<file path="src/rtl/ss_sequencer_pkg.sv">
// ---------------------------------------------------------------------------
// ss_sequencer_pkg
// Shared definitions for the save-state sequencer and its helpers:
//   - SS_ADDR_W          width of mapper state and buffer addresses
//   - SS_SETTLE_DEF      default clk cycles ss_addr is held before capture
//   - SS_TIMEOUT_DEF     default clk cycles allowed between M2 strobes
//   - SS_LAST_ADDR_DEF   default last state address visited
//   - ss_state_t         sequencer state encoding
//   - ss_next_addr()     address increment helper
// ---------------------------------------------------------------------------
package ss_sequencer_pkg;

    localparam int SS_ADDR_W        = 8;
    localparam int SS_SETTLE_DEF    = 2;
    localparam int SS_TIMEOUT_DEF   = 4096;
    localparam int SS_LAST_ADDR_DEF = 255;

    typedef enum logic [2:0] {
        IDLE     = 3'd0,
        SV_SET   = 3'd1,
        SV_CAPT  = 3'd2,
        LD_FETCH = 3'd3,
        LD_LATCH = 3'd4,
        LD_WAIT1 = 3'd5,
        LD_WAIT2 = 3'd6,
        FIN      = 3'd7
    } ss_state_t;

    function automatic logic [SS_ADDR_W-1:0] ss_next_addr(input logic [SS_ADDR_W-1:0] a);
        return a + {{(SS_ADDR_W-1){1'b0}}, 1'b1};
    endfunction

endpackage

</file>
<file path="src/rtl/ss_sequencer_if.sv">
// ---------------------------------------------------------------------------
// ss_sequencer_if
// Bundles the three sides of the save-state sequencer:
//   host control : req, req_load, abort -> busy, done, err
//   mapper port  : ss_act, ss_we, ss_addr, ss_wdat -> mapper; ss_rdat <- mapper
//   state buffer : buf_addr, buf_we, buf_wdat -> buffer; buf_rdat <- buffer
//                  (buffer read data is registered, 1-clk latency)
// Modports:
//   master - the sequencer itself
//   slave  - the surrounding host / mapper / buffer
// ---------------------------------------------------------------------------
interface ss_sequencer_if;
    import ss_sequencer_pkg::*;

    logic                 req;
    logic                 req_load;
    logic                 abort;
    logic                 busy;
    logic                 done;
    logic                 err;

    logic                 ss_act;
    logic                 ss_we;
    logic [SS_ADDR_W-1:0] ss_addr;
    logic [7:0]           ss_wdat;
    logic [7:0]           ss_rdat;

    logic [SS_ADDR_W-1:0] buf_addr;
    logic                 buf_we;
    logic [7:0]           buf_wdat;
    logic [7:0]           buf_rdat;

    modport master (
        input  req, req_load, abort, ss_rdat, buf_rdat,
        output busy, done, err, ss_act, ss_we, ss_addr, ss_wdat,
               buf_addr, buf_we, buf_wdat
    );

    modport slave (
        output req, req_load, abort, ss_rdat, buf_rdat,
        input  busy, done, err, ss_act, ss_we, ss_addr, ss_wdat,
               buf_addr, buf_we, buf_wdat
    );

endinterface

</file>
<file path="src/rtl/ss_m2_wait.sv">
// ---------------------------------------------------------------------------
// ss_m2_wait
// Tracks M2 falling-edge strobes for M2-aligned sequencers.
// Ports:
//   clk, rst_n  clock, asynchronous active-low reset
//   start       clears the strobe count and the wait counter
//   en          waiting window is open; counting happens only while high
//   m2_fall     one-clk strobe per M2 falling edge (already in clk domain)
//   second      strobe seen while one strobe has already been counted
//   timeout     TIMEOUT clk cycles passed since start or the last strobe
// Flags are combinational from internal state and m2_fall; the user
// registers whatever it derives from them.
// ---------------------------------------------------------------------------
module ss_m2_wait #(
    parameter int TIMEOUT = 4096
) (
    input  logic clk,
    input  logic rst_n,
    input  logic start,
    input  logic en,
    input  logic m2_fall,
    output logic second,
    output logic timeout
);

    localparam int CNT_W = $clog2(TIMEOUT + 1);

    logic [CNT_W-1:0] wait_cnt;
    logic             seen_first;

    always_ff @(posedge clk or negedge rst_n) begin
        if (!rst_n) begin
            wait_cnt   <= '0;
            seen_first <= 1'b0;
        end else if (start) begin
            wait_cnt   <= '0;
            seen_first <= 1'b0;
        end else if (en) begin
            if (m2_fall) begin
                wait_cnt   <= '0;
                seen_first <= 1'b1;
            end else begin
                wait_cnt   <= wait_cnt + 1'b1;
            end
        end
    end

    assign second  = en && m2_fall && seen_first;
    // wait_cnt holds the number of strobe-free cycles already elapsed, so
    // this fires on the TIMEOUT-th such cycle.
    assign timeout = en && !m2_fall && (wait_cnt == CNT_W'(TIMEOUT - 1));

endmodule

</file>
<file path="src/rtl/ss_sequencer.sv">
// ---------------------------------------------------------------------------
// ss_sequencer
// Save-state sequencer in front of a mapper's save-state port. Walks state
// addresses 0..LAST_ADDR. Save copies each mapper byte (ss_rdat) into the
// state buffer; load replays buffer bytes into the mapper with ss_we held
// across two M2 falling edges, the second of which performs the write.
// Parameters:
//   SETTLE     clk cycles ss_addr is held before ss_rdat is captured (1..15)
//   TIMEOUT    max clk cycles waiting for one m2_fall strobe
//   LAST_ADDR  final state address visited
// Ports:
//   clk, rst_n  clock, asynchronous active-low reset
//   m2_fall     one-clk M2 falling-edge strobe, synchronized to clk
//   bus         host control, mapper port and buffer port (master side)
// All outputs are registered.
// ---------------------------------------------------------------------------
module ss_sequencer
    import ss_sequencer_pkg::*;
#(
    parameter int SETTLE    = SS_SETTLE_DEF,
    parameter int TIMEOUT   = SS_TIMEOUT_DEF,
    parameter int LAST_ADDR = SS_LAST_ADDR_DEF
) (
    input  logic                  clk,
    input  logic                  rst_n,
    input  logic                  m2_fall,
    ss_sequencer_if.master        bus
);

    ss_state_t            state;
    logic [SS_ADDR_W-1:0] addr_q;
    logic [3:0]           settle_cnt;

    logic                 busy_q;
    logic                 done_q;
    logic                 err_q;
    logic                 ss_act_q;
    logic                 ss_we_q;
    logic [SS_ADDR_W-1:0] ss_addr_q;
    logic [7:0]           ss_wdat_q;
    logic [SS_ADDR_W-1:0] buf_addr_q;
    logic                 buf_we_q;
    logic [7:0]           buf_wdat_q;

    logic                 m2_start;
    logic                 m2_en;
    logic                 m2_second;
    logic                 m2_timeout;
    logic                 at_last;

    assign at_last  = (addr_q == SS_ADDR_W'(LAST_ADDR));
    assign m2_start = (state == LD_LATCH);
    assign m2_en    = (state == LD_WAIT1) || (state == LD_WAIT2);

    ss_m2_wait #(
        .TIMEOUT (TIMEOUT)
    ) u_m2_wait (
        .clk     (clk),
        .rst_n   (rst_n),
        .start   (m2_start),
        .en      (m2_en),
        .m2_fall (m2_fall),
        .second  (m2_second),
        .timeout (m2_timeout)
    );

    always_ff @(posedge clk or negedge rst_n) begin
        if (!rst_n) begin
            state      <= IDLE;
            addr_q     <= '0;
            settle_cnt <= '0;
            busy_q     <= 1'b0;
            done_q     <= 1'b0;
            err_q      <= 1'b0;
            ss_act_q   <= 1'b0;
            ss_we_q    <= 1'b0;
            ss_addr_q  <= '0;
            ss_wdat_q  <= '0;
            buf_addr_q <= '0;
            buf_we_q   <= 1'b0;
            buf_wdat_q <= '0;
        end else begin
            // Strobes are single-cycle unless a state re-asserts them.
            done_q   <= 1'b0;
            buf_we_q <= 1'b0;

            if (state != IDLE && bus.abort) begin
                state    <= IDLE;
                busy_q   <= 1'b0;
                ss_act_q <= 1'b0;
                ss_we_q  <= 1'b0;
            end else begin
                case (state)
                    IDLE: begin
                        if (bus.req && !bus.abort) begin
                            err_q      <= 1'b0;
                            addr_q     <= '0;
                            settle_cnt <= '0;
                            busy_q     <= 1'b1;
                            ss_act_q   <= 1'b1;
                            ss_addr_q  <= '0;
                            buf_addr_q <= '0;
                            state      <= bus.req_load ? LD_FETCH : SV_SET;
                        end
                    end

                    SV_SET: begin
                        // ss_addr has been stable for SETTLE cycles at this edge.
                        if (settle_cnt == 4'(SETTLE - 1)) begin
                            buf_addr_q <= addr_q;
                            buf_wdat_q <= bus.ss_rdat;
                            buf_we_q   <= 1'b1;
                            state      <= SV_CAPT;
                        end else begin
                            settle_cnt <= settle_cnt + 1'b1;
                        end
                    end

                    SV_CAPT: begin
                        settle_cnt <= '0;
                        if (at_last) begin
                            state <= FIN;
                        end else begin
                            addr_q    <= ss_next_addr(addr_q);
                            ss_addr_q <= ss_next_addr(addr_q);
                            state     <= SV_SET;
                        end
                    end

                    LD_FETCH: begin
                        // buf_addr is on the buffer this cycle; data arrives next.
                        state <= LD_LATCH;
                    end

                    LD_LATCH: begin
                        ss_wdat_q <= bus.buf_rdat;
                        ss_addr_q <= addr_q;
                        ss_we_q   <= 1'b1;
                        state     <= LD_WAIT1;
                    end

                    LD_WAIT1: begin
                        // The first edge may have fallen before ss_we was up.
                        if (m2_timeout) begin
                            err_q    <= 1'b1;
                            busy_q   <= 1'b0;
                            ss_act_q <= 1'b0;
                            ss_we_q  <= 1'b0;
                            state    <= IDLE;
                        end else if (m2_fall) begin
                            state <= LD_WAIT2;
                        end
                    end

                    LD_WAIT2: begin
                        if (m2_timeout) begin
                            err_q    <= 1'b1;
                            busy_q   <= 1'b0;
                            ss_act_q <= 1'b0;
                            ss_we_q  <= 1'b0;
                            state    <= IDLE;
                        end else if (m2_second) begin
                            ss_we_q <= 1'b0;
                            if (at_last) begin
                                state <= FIN;
                            end else begin
                                addr_q     <= ss_next_addr(addr_q);
                                buf_addr_q <= ss_next_addr(addr_q);
                                state      <= LD_FETCH;
                            end
                        end
                    end

                    FIN: begin
                        // ss_act is kept through FIN so the bus mux still holds
                        // the last restore byte one clk after its write edge.
                        busy_q   <= 1'b0;
                        ss_act_q <= 1'b0;
                        done_q   <= 1'b1;
                        state    <= IDLE;
                    end

                    default: begin
                        state <= IDLE;
                    end
                endcase
            end
        end
    end

    assign bus.busy     = busy_q;
    assign bus.done     = done_q;
    assign bus.err      = err_q;
    assign bus.ss_act   = ss_act_q;
    assign bus.ss_we    = ss_we_q;
    assign bus.ss_addr  = ss_addr_q;
    assign bus.ss_wdat  = ss_wdat_q;
    assign bus.buf_addr = buf_addr_q;
    assign bus.buf_we   = buf_we_q;
    assign bus.buf_wdat = buf_wdat_q;

endmodule

</file>
<file path="src/flat_wrapper.sv">
// flat-port wrapper written by rule: the top's interface ports become plain ports
module ss_sequencer_flat import ss_sequencer_pkg::*;
#(
    parameter int SETTLE    = SS_SETTLE_DEF,
    parameter int TIMEOUT   = SS_TIMEOUT_DEF,
    parameter int LAST_ADDR = SS_LAST_ADDR_DEF
)
  (clk, rst_n, m2_fall, bus_req, bus_req_load, bus_abort, bus_ss_rdat, bus_buf_rdat, bus_busy, bus_done, bus_err, bus_ss_act, bus_ss_we, bus_ss_addr, bus_ss_wdat, bus_buf_addr, bus_buf_we, bus_buf_wdat);
  ss_sequencer_if bus_i ();
  input  logic clk;
  input  logic rst_n;
  input  logic m2_fall;
  input wire logic [$bits(bus_i.req)-1:0] bus_req;
  input wire logic [$bits(bus_i.req_load)-1:0] bus_req_load;
  input wire logic [$bits(bus_i.abort)-1:0] bus_abort;
  input wire logic [$bits(bus_i.ss_rdat)-1:0] bus_ss_rdat;
  input wire logic [$bits(bus_i.buf_rdat)-1:0] bus_buf_rdat;
  output wire logic [$bits(bus_i.busy)-1:0] bus_busy;
  output wire logic [$bits(bus_i.done)-1:0] bus_done;
  output wire logic [$bits(bus_i.err)-1:0] bus_err;
  output wire logic [$bits(bus_i.ss_act)-1:0] bus_ss_act;
  output wire logic [$bits(bus_i.ss_we)-1:0] bus_ss_we;
  output wire logic [$bits(bus_i.ss_addr)-1:0] bus_ss_addr;
  output wire logic [$bits(bus_i.ss_wdat)-1:0] bus_ss_wdat;
  output wire logic [$bits(bus_i.buf_addr)-1:0] bus_buf_addr;
  output wire logic [$bits(bus_i.buf_we)-1:0] bus_buf_we;
  output wire logic [$bits(bus_i.buf_wdat)-1:0] bus_buf_wdat;
  assign bus_i.req = bus_req;
  assign bus_i.req_load = bus_req_load;
  assign bus_i.abort = bus_abort;
  assign bus_i.ss_rdat = bus_ss_rdat;
  assign bus_i.buf_rdat = bus_buf_rdat;
  assign bus_busy = bus_i.busy;
  assign bus_done = bus_i.done;
  assign bus_err = bus_i.err;
  assign bus_ss_act = bus_i.ss_act;
  assign bus_ss_we = bus_i.ss_we;
  assign bus_ss_addr = bus_i.ss_addr;
  assign bus_ss_wdat = bus_i.ss_wdat;
  assign bus_buf_addr = bus_i.buf_addr;
  assign bus_buf_we = bus_i.buf_we;
  assign bus_buf_wdat = bus_i.buf_wdat;
  ss_sequencer #(.SETTLE(SETTLE), .TIMEOUT(TIMEOUT), .LAST_ADDR(LAST_ADDR)) u_core (.clk(clk), .rst_n(rst_n), .m2_fall(m2_fall), .bus(bus_i));
endmodule
</file>
<file path="config.mk">
export PLATFORM = sky130hd
export DESIGN_NAME = ss_sequencer_flat
export DESIGN_NICKNAME = d
export VERILOG_FILES = /design/src/rtl/ss_sequencer_pkg.sv /design/src/rtl/ss_sequencer_if.sv /design/src/rtl/ss_m2_wait.sv /design/src/rtl/ss_sequencer.sv /design/src/flat_wrapper.sv
export SDC_FILE = /design/constraint.sdc
export NUM_CORES = 1
export LEC_CHECK = 0
export CAP_MARGIN = 20
export CORE_ASPECT_RATIO = 1.4
export CORE_UTILIZATION = 40
export DETAILED_ROUTE_END_ITERATION = 12
export PLACE_DENSITY = 0.66
export SYNTH_ARGS = -nofsm -noshare
export SYNTH_HDL_FRONTEND = slang
export SYNTH_HIERARCHICAL = 1
export SYNTH_SLANG_ARGS = --single-unit
</file>
<file path="constraint.sdc">
create_clock -name clk -period 8.6 [get_ports clk]
set_input_delay 0.86 -clock clk [delete_from_list [all_inputs] [get_ports clk]]
set_output_delay 0.86 -clock clk [all_outputs]
set_load 0.05 [all_outputs]
</file>
# Yosys cells after proc, flatten, opt, wreduce, memory -nomap -nowiden
# Cells that the tools add are included.
# Widths: inputs -> output; s select.
[totals]
in_bits = 22
ff_bits = 66
word_cells = 121
out_inout_bits = 38
[op_classes]
reduce_logical = 32
bitwise_logic = 1
mux = 47
add_sub_neg = 3
eq_ne = 24
[ops]
columns = ["cell", "count"]
rows = [
  ["$pmux 8 s3", 3],
  ["$mux 8", 8],
  ["$mux 13", 3],
  ["$mux 3", 9],
  ["$pmux 3 s8", 1],
  ["$mux 1", 16],
  ["$reduce_and 4->1", 4],
  ["$reduce_bool 3->1", 5],
  ["$add 13x1->13 const B", 1],
  ["$eq 13x12->1 const B", 1],
  ["$eq 3x3->1 const B", 4],
  ["$pmux 4 s3", 1],
  ["$ne 3x1->1 const B", 3],
  ["$reduce_and 3->1", 3],
  ["$add 8x1->8 const B", 1],
  ["$eq 8x8->1 const B", 1],
  ["$mux 4", 2],
  ["$ne 2x1->1 const B", 4],
  ["$ne 2x2->1 const B", 4],
  ["$reduce_bool 4->1", 2],
  ["$reduce_and 7->1", 1],
  ["$eq 3x2->1 const B", 2],
  ["$logic_and 1x1->1", 6],
  ["$pmux 1 s3", 2],
  ["16 further kinds", 20],
]

# Depth between registers and ports, before layout
[depth]
ltp_word = 8
mapped_depth = 11
depth_no_buf = 8

# Modules after synthesis
# The synthesis kept the hierarchy.
[modules_own_cells]
columns = ["mod", "area_each_um2", "n_inst", "cells_per_inst"]
rows = [
  ["ss_sequencer", 2896.5, 1, 264],
  ["ss_m2_wait", 795.8, 1, 90],
]

# Worst setup path after synthesis
# No wires, ideal clock.
[synth_timing]
path_kind = "register to register"
start = "register u_core.state[2]"
end = "register u_core.buf_addr_q[0], in the netlist u_core/bus.buf_addr[0]"
synth_period_minus_slack_ns = 2.949
path_stages_with_launch = 12
arrival_ns = 2.821
required_ns = 8.472
setup_slack_ns = 5.651
cell_sequence = "dfrtp_1 > buf_2 > buf_2 > a21boi_0 > buf_4 > nand2b_1 > nor4_1 > nand2b_1 > o21bai_1 > a211o_1 > buf_4 > mux2_1"
[synth_via]
elab_chain_len = 6
word_cells_on_any_way = 20
cone_classes = "eq/ne: 8; mux: 1; bitwise: 1; reduce/logical: 10"
[synth_lines]
columns = ["item", "line_no", "source"]
rows = [
  ["from (decl)", "ss_sequencer.sv:30", "ss_state_t state;"],
  ["from (signal assigned)", "ss_sequencer.sv:103", "state <= bus.req_load ? LD_FETCH : SV_SET;"],
  ["$eq 3x3->1", "ss_sequencer.sv:53", "assign m2_en = (state == LD_WAIT1) || (state == LD_WAIT2);"],
  ["$logic_or 1x1->1 (*)", "ss_sequencer.sv:53", ""],
  ["via u_core.m2_en", "ss_sequencer.sv:46", "logic m2_en;"],
  ["$logic_and 1x1->1 (*) (2 in series)", "ss_m2_wait.sv:51", "assign timeout = en && !m2_fall && (wait_cnt == CNT_W'(TIMEOUT - 1));"],
  ["via u_core.m2_timeout", "ss_sequencer.sv:48", "logic m2_timeout;"],
  ["$ne 2x2->1 (no source line) (*)", "--", ""],
  ["$reduce_and 7->1 (no source line) (*)", "--", ""],
  ["to (signal assigned)", "ss_sequencer.sv:110", "buf_addr_q <= addr_q;"],
  ["to (signal assigned)", "ss_sequencer.sv:168", "buf_addr_q <= ss_next_addr(addr_q);"],
  ["to (decl)", "ss_sequencer.sv:41", "logic [SS_ADDR_W-1:0] buf_addr_q;"],
]
# Mark *: on every way through the listed nets, which the timed path passes. The rest lies on a longest branch.
# A chain may end at the register's enable or synchronous reset.

# Worst setup path after layout
[layout_timing]
start = "register u_core.state[1]"
end = "register u_core.buf_addr_q[6], in the netlist u_core/bus.buf_addr[6]"
# Same word-level chain as after synthesis.

==> results.md <==
- Status: finished clean
- Critical Path AT: 4.08 ns
- Maximum clock rate: 258.4 MHz
- Setup ws final: 4.730 ns
- Post-Synth Simple-Gate Area: 14.98%
- Nets: 426
- CTS tree: built
- RSZ-0062 raised after global routing: false
- Final Hold Viols: 0
- Worst-path fanout max: 25
- Routed WL: 8464 µm
- Slew Viols, Final: 0
- CTS root buf: clkbuf_16
- Vias: 3,029
- DIE AREA: 9625 µm²
- Post-route clock period utilization: 45.00%
- Initial drt markers: 297
- Die width: 83.20 µm
- Largest area contributor in the netlist: dfrtp_1
- Skew final: 0.005236 ns
- Place WS: 4.238 ns
- Peak VDD IR: 0.1674 mV
- Synth Flop Type: dfrtp_1
- CP dominant cell by count: nand2b_1
- Seq/Total Area, Yosys: 44.73%
- Initial antenna violation count: 0
- Top Usage Layer GRT: met2
- Global-route usage over all layers: 18.42%
- WP data required: 8.81 ns
- Post-DP HPWL: 5909 µm
- CTS Buf Count: 9
- 1st-pass router iterations: 6
- WP buf/inv: 1
- Layout fillers: 787
- Class of the worst hold path: reg2reg
- Final core utilization: 51.05%
- Routed Antenna Nets: 0
- WL/cell: 16.56 µm
- Total gr overflow: 0
- #FFs+latches synth: 66
- Cells after synthesis: 354
- Rows: 41
- Most frequent cells after synthesis: 66 x dfrtp_1, 32 x o21ai_0, 25 x mux2_2
- Skew-Pair Late Insertion Delay: 0.34 ns
- Pwr dens: 348.2 nW/µm²
- Synth Net Count: 380
- CTS sink count: 66
- Worst hold slack: 0.4817 ns
- XOR/XNOR Fraction of Synth Area: 0.4744%
- Multiplexer share of the synthesized area: 10.47%
- Die Ht: 115.7 µm
- H-tree levels: 3
- Leakage power: 1.926 nW
- Largest stage delay on the critical path: 0.84 ns
- Yosys warning count: 6
- Clock buffer depth: 2
- Share of layout cells above drive strength 1: 14.85%
- Slew HR: 44.57%
- CTS Hold Bufs: 0
- Area share of fa/ha/maj cells after synthesis: 1.627%
- # diodes: 0
- Worst path cell trace: nand2b_1, a21boi_0, nand2b_1, nor4_1, buf_2, nand2b_1, o21bai_1, a211o_1, mux2_1
- Top post-synthesis cells by area: dfrtp_1 45%, mux2_2 7.6%, o21ai_0 4.3%
- Setup-failing EPs final: 0
- Post-CTS Resized: 0
- Synth cell types: 67
- Post-Syn Area: 3692 µm²
- Synth async-reset ratio: 100.0%
- Buffers on Ports: 59
- Reg clk slew, reported paths: 0.05 ns
- Largest family of logic cells by synthesized area: compound AO/OA/AOI/OAI gates
- Largest net degree at the start of global routing: 67
- Area Growth Syn to Fin: 24.13%
- GR Layer Usage met2: 31.69%
- Top cell type's share of synthesized area: 44.73%
- Reg-to-reg slack, setup: 4.73 ns
- Worst slew pin tran: 0.8315 ns
- Top-count cell post-synth: dfrtp_1
- Vias in the first global route: 2,886
- Synth Area in Compound Gates: 22.94%
- Setup TNS: 0 ns
- Gpl congestion: 0.8578
- DRC viols: 0
- Post-CTS setup buffer count: 0
- Kind of critical path: reg2reg
- Grt met3 use: 3.205%
- Core ar.: 8977 µm²
- Delay-heaviest family, CP: compound AO/OA/AOI/OAI gates
- Syn Area/Cell: 10.43 µm²
- Grt met1 use: 21.55%
- Post-synth EDFFs: 0
- Fin crit period: 3.870 ns
- First-pass GRT wire length: 13,940 µm
- Critical Path Start Type: register
- CP max-delay cell: dfrtp_1
- Worst Setup End Kind: register
- I/O pin count: 60
- Number of max-cap violations: 0
- Via density: 5.928
- Starting Density: 41.13%
[layout make-up]
cell class	count	area (µm²)	share of cell area, %
multi-input combinational	254	1864	40.68
tap	107	133.9	2.921
clock buffer	13	270.3	5.897
timing repair buffer	61	598.1	13.05
sequential	66	1652	36.04
inverter	8	30.03	0.6552
clock inverter	2	35.03	0.7644
[flip-flops by register name, summed over array words and instances, names as in the netlist]
register                     flops
u_core/state                     3
u_core/bus.ss_addr               8
u_core/u_m2_wait/wait_cnt       13
u_core/bus.buf_we                1
u_core/addr_q                    8
u_core/u_m2_wait/seen_first      1
u_core/bus.done                  1
u_core/settle_cnt                4
u_core/bus.ss_wdat               8
u_core/bus.buf_addr              8
u_core/bus.buf_wdat              8
u_core/bus.err                   1
u_core/bus.ss_act                1
u_core/bus.ss_we                 1
[worst register-to-register path: cells and delay by family (launching register included)]
kind / cells / cell delay (ns)
buffers and inverters: 1 / 0.23
AOI/OAI and AO/OA: 3 / 1.19
muxes: 1 / 0.36
DFF: 1 / 0.84
and+or+nand+nor: 4 / 1.12
[layer usage]
layer,part of all wire [%],vias to the layer above
met5,0,-
met4,3.8,0
met3,4.4,26
met2,51,100
met1,41,1475
li1,-,1428
[cells in the final DEF (no fill, tap or decap), drive strengths merged, types with 2 or more instances in the layout]
cell type | Yosys | routed
nor3b | 4 | 4
o21ai | 34 | 34
a41oi | 4 | 4
o31ai | 6 | 6
a31oi | 14 | 14
nor2 | 17 | 17
a22o | 8 | 8
or3b | 5 | 5
nand4 | 4 | 4
clkdlybuf4s50 | 0 | 58
nand3 | 9 | 9
nand2 | 17 | 17
a21oi | 18 | 18
clkbuf | 9 | 13
a21o | 3 | 3
o211a | 2 | 2
ha | 4 | 4
a221oi | 2 | 2
o21bai | 2 | 2
nor3 | 4 | 4
and2 | 2 | 2
or3 | 3 | 3
nor4 | 2 | 2
dfrtp | 66 | 66
a211o | 2 | 2
o41ai | 3 | 3
inv | 8 | 8
o2bb2ai | 3 | 3
a221o | 2 | 2
a22oi | 2 | 2
mux2 | 34 | 34
buf | 17 | 3
a211oi | 3 | 3
o22a | 2 | 2
o21a | 3 | 3
and3 | 7 | 7
or4 | 2 | 2
nand3b | 2 | 2
nand2b | 10 | 10
[kinds of logic (layout without fill, tap and decap cells)]
logic type | count (synthesis) | count (layout)
compound gates | 120 | 120
simple gates | 93 | 93
flops | 66 | 66
mux | 34 | 34
buf+inv | 34 | 84
fa+ha+maj | 5 | 5
xor+xnor | 2 | 2
[report_power, final]
group          leakage [nW]  switching (mW)  internal [mW]
logic                 0.896           0.438          0.286
registers             0.879           0.104          0.397
clock network         0.152           0.126          0.246
[path summary, 6_finish.rpt]
path / from / endpoint / depth (start not counted)
max in group asynchronous: rst_n / u_core/bus.ss_wdat[0] / 2
min in group asynchronous: rst_n / u_core/bus.buf_wdat[5] / 2
max: u_core/state[1] / u_core/bus.buf_addr[6] / 9
min: u_core/u_m2_wait/wait_cnt[10] / u_core/u_m2_wait/wait_cnt[10] / 1
min reg2reg: u_core/u_m2_wait/wait_cnt[10] / u_core/u_m2_wait/wait_cnt[10] / 1
max reg2reg: u_core/state[1] / u_core/bus.buf_addr[6] / 9
[stage by stage]
stage | instance area [µm²] | total power, mW | instances
final | 4583 | 1.596 | 511
after global routing | 4583 | 1.684 | 511
after CTS | 4578 | 1.609 | 510
after detailed placement | 4273 | 1.230 | 495
after global placement | 4273 | 1.219 | 495
after floorplan | 3692 | 1.034 | 354
Power figures use the tool's default switching activity.
